===== src/rtl/bnn_pkg.sv =====
// ---------------------------------------------------------------------------
// bnn_pkg : shared widths, width helpers and activation word type
// Rev 1.0
// ---------------------------------------------------------------------------
`default_nettype none

package bnn_pkg;

  localparam int PACK_W_DEF = 16;

  typedef logic [PACK_W_DEF-1:0] act_word_t;

  // The +1 bit holds the full-scale popcount value.
  function automatic int calc_pop_w(input int pop_size);
    return $clog2(pop_size) + 1;
  endfunction

  function automatic int calc_acc_w(input int pop_w, input int num_chunks);
    return pop_w + $clog2(num_chunks);
  endfunction

endpackage

`default_nettype wire


===== src/rtl/bin_threshold.sv =====
// ---------------------------------------------------------------------------
// bin_threshold : folded batch-norm threshold and sign, one activation bit
// Rev 1.0
// ---------------------------------------------------------------------------
`default_nettype none

module bin_threshold #(
  parameter int ACC_W = 13
) (
  input  logic [ACC_W-1:0] sum_i,
  input  logic [ACC_W-1:0] thr_i,
  input  logic             thr_flip_i,
  output logic             act_bit_o
);

  assign act_bit_o = (sum_i >= thr_i) ^ thr_flip_i;

endmodule

`default_nettype wire


===== src/rtl/popcount_threshold_pack.sv =====
// ---------------------------------------------------------------------------
// popcount_threshold_pack : chunk accumulate, threshold, pack LSB-first words
// Rev 1.0
// ---------------------------------------------------------------------------
`default_nettype none

module popcount_threshold_pack
  import bnn_pkg::*;
#(
  parameter int POP_SIZE   = 576,
  parameter int NUM_CHUNKS = 4,
  parameter int PACK_W     = PACK_W_DEF,
  parameter int POP_W      = calc_pop_w(POP_SIZE),
  parameter int ACC_W      = calc_acc_w(POP_W, NUM_CHUNKS),
  parameter int CNT_W      = $clog2(PACK_W) + 1
) (
  input  logic              clk,
  input  logic              reset,
  input  logic              pop_valid,
  output logic              pop_ready,
  input  logic [POP_W-1:0]  pop,
  input  logic              pop_last,
  input  logic [ACC_W-1:0]  thr,
  input  logic              thr_flip,
  input  logic              flush,
  output logic              act_valid,
  input  logic              act_ready,
  output logic [PACK_W-1:0] act_word,
  output logic [CNT_W-1:0]  act_nbits,
  output logic              err_chunks
);

  localparam int                CC_W    = $clog2(NUM_CHUNKS + 1) + 1;
  localparam logic [CC_W-1:0]   C_MAXCH = CC_W'(NUM_CHUNKS);
  localparam logic [CNT_W-1:0]  C_FULL  = CNT_W'(PACK_W);
  localparam int                IDX_W   = (PACK_W > 1) ? $clog2(PACK_W) : 1;

  logic [ACC_W-1:0]  acc_q, acc_d;
  logic [CC_W-1:0]   chunk_q, chunk_d;
  logic [PACK_W-1:0] pack_q, pack_d;
  logic [CNT_W-1:0]  idx_q, idx_d;
  logic              act_valid_q, act_valid_d;
  logic [PACK_W-1:0] act_word_q, act_word_d;
  logic [CNT_W-1:0]  act_nbits_q, act_nbits_d;
  logic              err_q, err_d;

  logic              accept;
  logic              last_acc;
  logic              flush_acc;
  logic              emit;
  logic [ACC_W-1:0]  sum;
  logic              act_bit;
  logic [PACK_W-1:0] pack_wr;
  logic [CNT_W-1:0]  idx_wr;

  assign pop_ready = !act_valid_q || act_ready;
  assign accept    = pop_valid && pop_ready;
  assign last_acc  = accept && pop_last;
  assign flush_acc = flush && pop_ready;
  assign sum       = acc_q + {{(ACC_W-POP_W){1'b0}}, pop};

  bin_threshold #(
    .ACC_W (ACC_W)
  ) u_thr (
    .sum_i      (sum),
    .thr_i      (thr),
    .thr_flip_i (thr_flip),
    .act_bit_o  (act_bit)
  );

  // Pack image including this cycle's bit, used both to store and to emit.
  always_comb begin
    pack_wr = pack_q;
    idx_wr  = idx_q;
    if (last_acc) begin
      pack_wr[idx_q[IDX_W-1:0]] = act_bit;
      idx_wr                    = idx_q + 1'b1;
    end
  end

  assign emit = (last_acc && (idx_wr == C_FULL)) ||
                (flush_acc && (idx_wr != '0));

  always_comb begin
    acc_d       = acc_q;
    chunk_d     = chunk_q;
    err_d       = err_q;
    pack_d      = pack_wr;
    idx_d       = idx_wr;
    act_valid_d = act_valid_q;
    act_word_d  = act_word_q;
    act_nbits_d = act_nbits_q;

    if (accept) begin
      if (pop_last) begin
        acc_d   = '0;
        chunk_d = '0;
      end else begin
        acc_d = sum;
        if (chunk_q >= C_MAXCH) err_d = 1'b1;
        else                    chunk_d = chunk_q + 1'b1;
      end
    end

    if (emit) begin
      act_valid_d = 1'b1;
      act_word_d  = pack_wr;
      act_nbits_d = idx_wr;
      pack_d      = '0;
      idx_d       = '0;
    end else if (act_ready) begin
      act_valid_d = 1'b0;
    end
  end

  always_ff @(posedge clk) begin
    if (reset) begin
      acc_q       <= '0;
      chunk_q     <= '0;
      pack_q      <= '0;
      idx_q       <= '0;
      act_valid_q <= 1'b0;
      act_word_q  <= '0;
      act_nbits_q <= '0;
      err_q       <= 1'b0;
    end else begin
      acc_q       <= acc_d;
      chunk_q     <= chunk_d;
      pack_q      <= pack_d;
      idx_q       <= idx_d;
      act_valid_q <= act_valid_d;
      act_word_q  <= act_word_d;
      act_nbits_q <= act_nbits_d;
      err_q       <= err_d;
    end
  end

  assign act_valid  = act_valid_q;
  assign act_word   = act_word_q;
  assign act_nbits  = act_nbits_q;
  assign err_chunks = err_q;

endmodule

`default_nettype wire

===== config.mk =====
export PLATFORM = sky130hd
export DESIGN_NAME = popcount_threshold_pack
export DESIGN_NICKNAME = d
export VERILOG_FILES = /design/src/rtl/bnn_pkg.sv /design/src/rtl/bin_threshold.sv /design/src/rtl/popcount_threshold_pack.sv
export SDC_FILE = /design/constraint.sdc
export NUM_CORES = 1
export LEC_CHECK = 0
export CAP_MARGIN = 20
export CORE_MARGIN = 4
export CORE_UTILIZATION = 45
export CTS_BUF_LIST = sky130_fd_sc_hd__clkbuf_16
export DETAILED_ROUTE_END_ITERATION = 16
export PLACE_DENSITY = 0.74
export SLEW_MARGIN = 40
export SYNTH_ARGS = -nofsm -noshare
export SYNTH_HDL_FRONTEND = slang
export SYNTH_SLANG_ARGS = --single-unit

===== constraint.sdc =====
create_clock -name clk -period 4.2 [get_ports clk]
set_input_delay 0.42 -clock clk [delete_from_list [all_inputs] [get_ports clk]]
set_output_delay 0.42 -clock clk [all_outputs]
set_load 0.01 [all_outputs]

==> results.toml <==
[status]
status = "finished, final reports clean"

[route]
drtAntennaViolNets = 0
finalWirelength_um = 8280
vias = 2963
first_pass_iters = 5
wire_per_inst_um = 14.8
via_per_inst = 5.31
drc_errors = 0
drt_iter0_drc = 209

[floorplanning]
fp.dieArea_mm2 = 0.00893
die_h_um = 94.5
initial_core_util_pct = 46.4
num_rows = 31
core_area_mm2 = 0.00725
die_w_um = 94.5
pin_count = 55

[logic_synthesis]
synth-async-reset-ratio_pct = 0
synth_cell_types = 49
synth.cell_area_mm2 = 0.00337
postSynthCellCount = 397
synth-edff-count = 0
syn_nets = 458
avgSynthCellArea_um2 = 8.48
ys_seq_area_share_pct = 36.3
ys_ff_latch = 61
yosysWarningCount = 0
synthFlopType = "dfxtp_1"

[sta]
finalMaxSlewViolations = 0
finalCritPeriodShare_pct = 95.6
fmax_mhz = 249
finalSetupViolations = 0
period_needed_ns = 4.02
slew_headroom_pct = 53.0
finClkSkew_ns = 0.00744
hold_viol = 0
worst_pin_slew_ns = 0.703

[critical_path]
r2r-end = "act_word[9]"
start_kind = "primary input"
rr_startpoint = "acc_q[0]"
endpoint_kind = "register"
timing_worst_setup_path_type = "in -> reg"
crit_path_end = "act_word[9]"
critPathMaxStageDelay_ns = 0.41
crit_start = "pop[0]"
slowest_stage = "clkdlybuf4s50_1"
path_cells = "clkdlybuf4s50_1 -> ha_1 -> fa_2 -> a211oi_2 -> o21bai_1 -> a41o_1 -> a221o_1 -> nand2_1 -> xnor2_1 -> ha_1 -> nand2_1 -> nor2_1 -> a211oi_1 -> buf_4 -> nand2_1 -> mux2i_4 -> clkbuf_4 -> a31oi_2 -> a21oi_1"
crit_fanout = 7
cp_common_cell = "nand2_1"
arrival_ns = 4.27
cp.required_ns = 4.46
r2r_slack_ns = 0.40
worst_r2r_path_depth = 18

[clocking]
cts_hold_buf = 0
cts.path.max_buffers = 2
numClockSinks = 61
htreeDepth = 3
clk_latency_ns = 0.33
clk_pin_slew_ns = 0.05
clock-root-buffer = "clkbuf_16"
cts_buffers = 9
cts_tree = "yes"

[power_and_ir_drop]
power_switching_mw = 0.447
p_seq_share_pct = 37.6
p_leak_nw = 1.79
ir_drop_mv = 0.244
power_density_mw_per_mm2 = 380
p_int_mw = 1.22
share_comb_of_total_power_pct = 19.4
switching_share_pct = 26.8
p_clk_share_pct = 43.0

[final_layout]
drive_gt1_share_pct = 14.6
layout_commonest_cell = "dfxtp_1"
nets = 515
final_cell_mix = "61 x dfxtp_1, 56 x nor2_1, 54 x clkdlybuf4s50_1"
final_util_pct = 60.5
diodes = 0
fin_cells = 558
syn_to_final_growth_pct = 30.4
num-fill-cells = 638

[grt]
antenna_found_initial = 0
grt.overflow.total = 0
grt_pass1_wl_um = 13600
grt_pass1_vias = 2908
grt_max_degree = 27
grt_usage_pct = 19.2

[placement]
portBuffers = 54
place_hpwl_um = 5630
routabilityCongestion = 0.936
dp_cells = 540

[min_path]
hp-class = "reg -> reg"

[run]
max-cap-violations = 0
## cells in the mapped netlist, types with 2 or more instances
cell | instances | area share [%]
a31oi_1 | 14 | 2.6
nor2b_1 | 5 | 0.93
xnor2_1 | 11 | 2.9
clkbuf_1 | 12 | 1.3
and2_4 | 2 | 0.52
buf_6 | 6 | 2.0
nand2_1 | 30 | 3.3
a211oi_1 | 12 | 2.7
nand3_1 | 4 | 0.59
or3_1 | 2 | 0.37
xor2_1 | 5 | 1.3
a21o_1 | 3 | 0.67
nor3_1 | 6 | 0.89
o31ai_1 | 2 | 0.45
mux2_2 | 15 | 5.0
and2_1 | 2 | 0.37
dfxtp_1 | 61 | 36
nand2b_1 | 3 | 0.56
nor2_1 | 56 | 6.2
buf_1 | 2 | 0.22
nand4_1 | 2 | 0.37
a22oi_1 | 6 | 1.3
mux2i_1 | 2 | 0.59
and3_1 | 5 | 0.93
inv_1 | 21 | 2.3
o21ai_0 | 20 | 3.0
nand3b_1 | 2 | 0.45
ha_1 | 29 | 11
buf_2 | 2 | 0.30
o21bai_1 | 2 | 0.45
a21oi_1 | 34 | 5.1
nor2_2 | 2 | 0.37
## timing repair
action	4_1_cts	5_1_grt
buffers inserted	0	1
setup endpoints to repair	0	30
resized for setup	0	19
## sequential cells by signal, summed over array words and instances (netlist names)
signal / flops
acc_q: 13
act_valid: 1
act_word: 16
act_nbits: 5
idx_q: 5
pack_q: 16
chunk_q: 4
err_chunks: 1
## worst max-delay path: cells and delay by family
family	cells	cell delay [ns]
multiplexers	1	0.21
AND/OR/NAND/NOR	4	0.34
buffers and inverters	3	0.82
XOR/XNOR	1	0.15
adder cells (fa/ha/maj)	3	0.87
AO/OA/AOI/OAI	7	1.46
## per-layer routing
layer / vias up / wire [µm] / global-route usage [%]
li1: 1506 / - / -
met1: 1355 / 3880 / 26.1
met2: 83 / 3680 / 29.3
met3: 19 / 507 / 3.51
met4: 0 / 206 / 9.50
met5: - / 0 / 0
## cells by family after synthesis
group                    share of synthesized area [%]
flip-flops                                        36.3
AO/OA/AOI/OAI                                     19.6
XOR/XNOR                                          4.16
adder cells (fa/ha/maj)                           11.4
AND/OR/NAND/NOR                                   16.6
multiplexers                                      5.61
buffers and inverters                             6.36
## power by group through the flow
stage                     clock network (mW)  registers, mW  logic (mW)
final                                  0.717          0.626       0.324
after global routing                   0.750          0.630       0.360
after CTS                              0.727          0.626       0.310
after detailed placement                   0          0.638       0.307
after global placement                     0          0.637       0.302
after floorplan                            0          0.645       0.182
## stage by stage
| stage | setup TNS, ns | hold WS (ns) | setup slack, ns | cell area [µm²] | total power, mW |
|---|---|---|---|---|---|
| 6_report | 0 | 0.472 | 0.185 | 4390 | 1.67 |
| 2_1_floorplan | 0 | 0.436 | 0.348 | 3370 | 0.827 |
| 5_1_grt | -0.109 | 0.489 | -0.0250 | 4390 | 1.74 |
| 3_5_place_dp | -3.62 | 0.466 | -0.172 | 3990 | 0.945 |
| 4_1_cts | 0 | 0.474 | 0.0661 | 4280 | 1.66 |
| 3_3_place_gp | -1.92 | 0.458 | -0.107 | 3990 | 0.939 |
## cell type report
type	instances	area (µm²)	area share, %
Clock inverter	7	65.1	1.48
Clock buffer	9	225	5.13
Inverter	21	78.8	1.80
Tap cell	99	124	2.82
Timing Repair Buffer	69	657	15.0
Multi-Input combinational cell	292	2020	46.0
Sequential cell	61	1220	27.8
## worst min-delay path by stage
stage / start / to / slack (ns) / cells after the start
4_1_cts: acc_q[10] / acc_q[10] / 0.47 / 2
6_report: acc_q[10] / acc_q[10] / 0.47 / 2
5_1_grt: acc_q[10] / acc_q[10] / 0.49 / 2
3_5_place_dp: acc_q[10] / acc_q[10] / 0.47 / 2
2_1_floorplan: acc_q[10] / acc_q[10] / 0.44 / 2
3_3_place_gp: acc_q[10] / acc_q[10] / 0.46 / 2
Note: power is estimated with default switching activity, not from simulation.
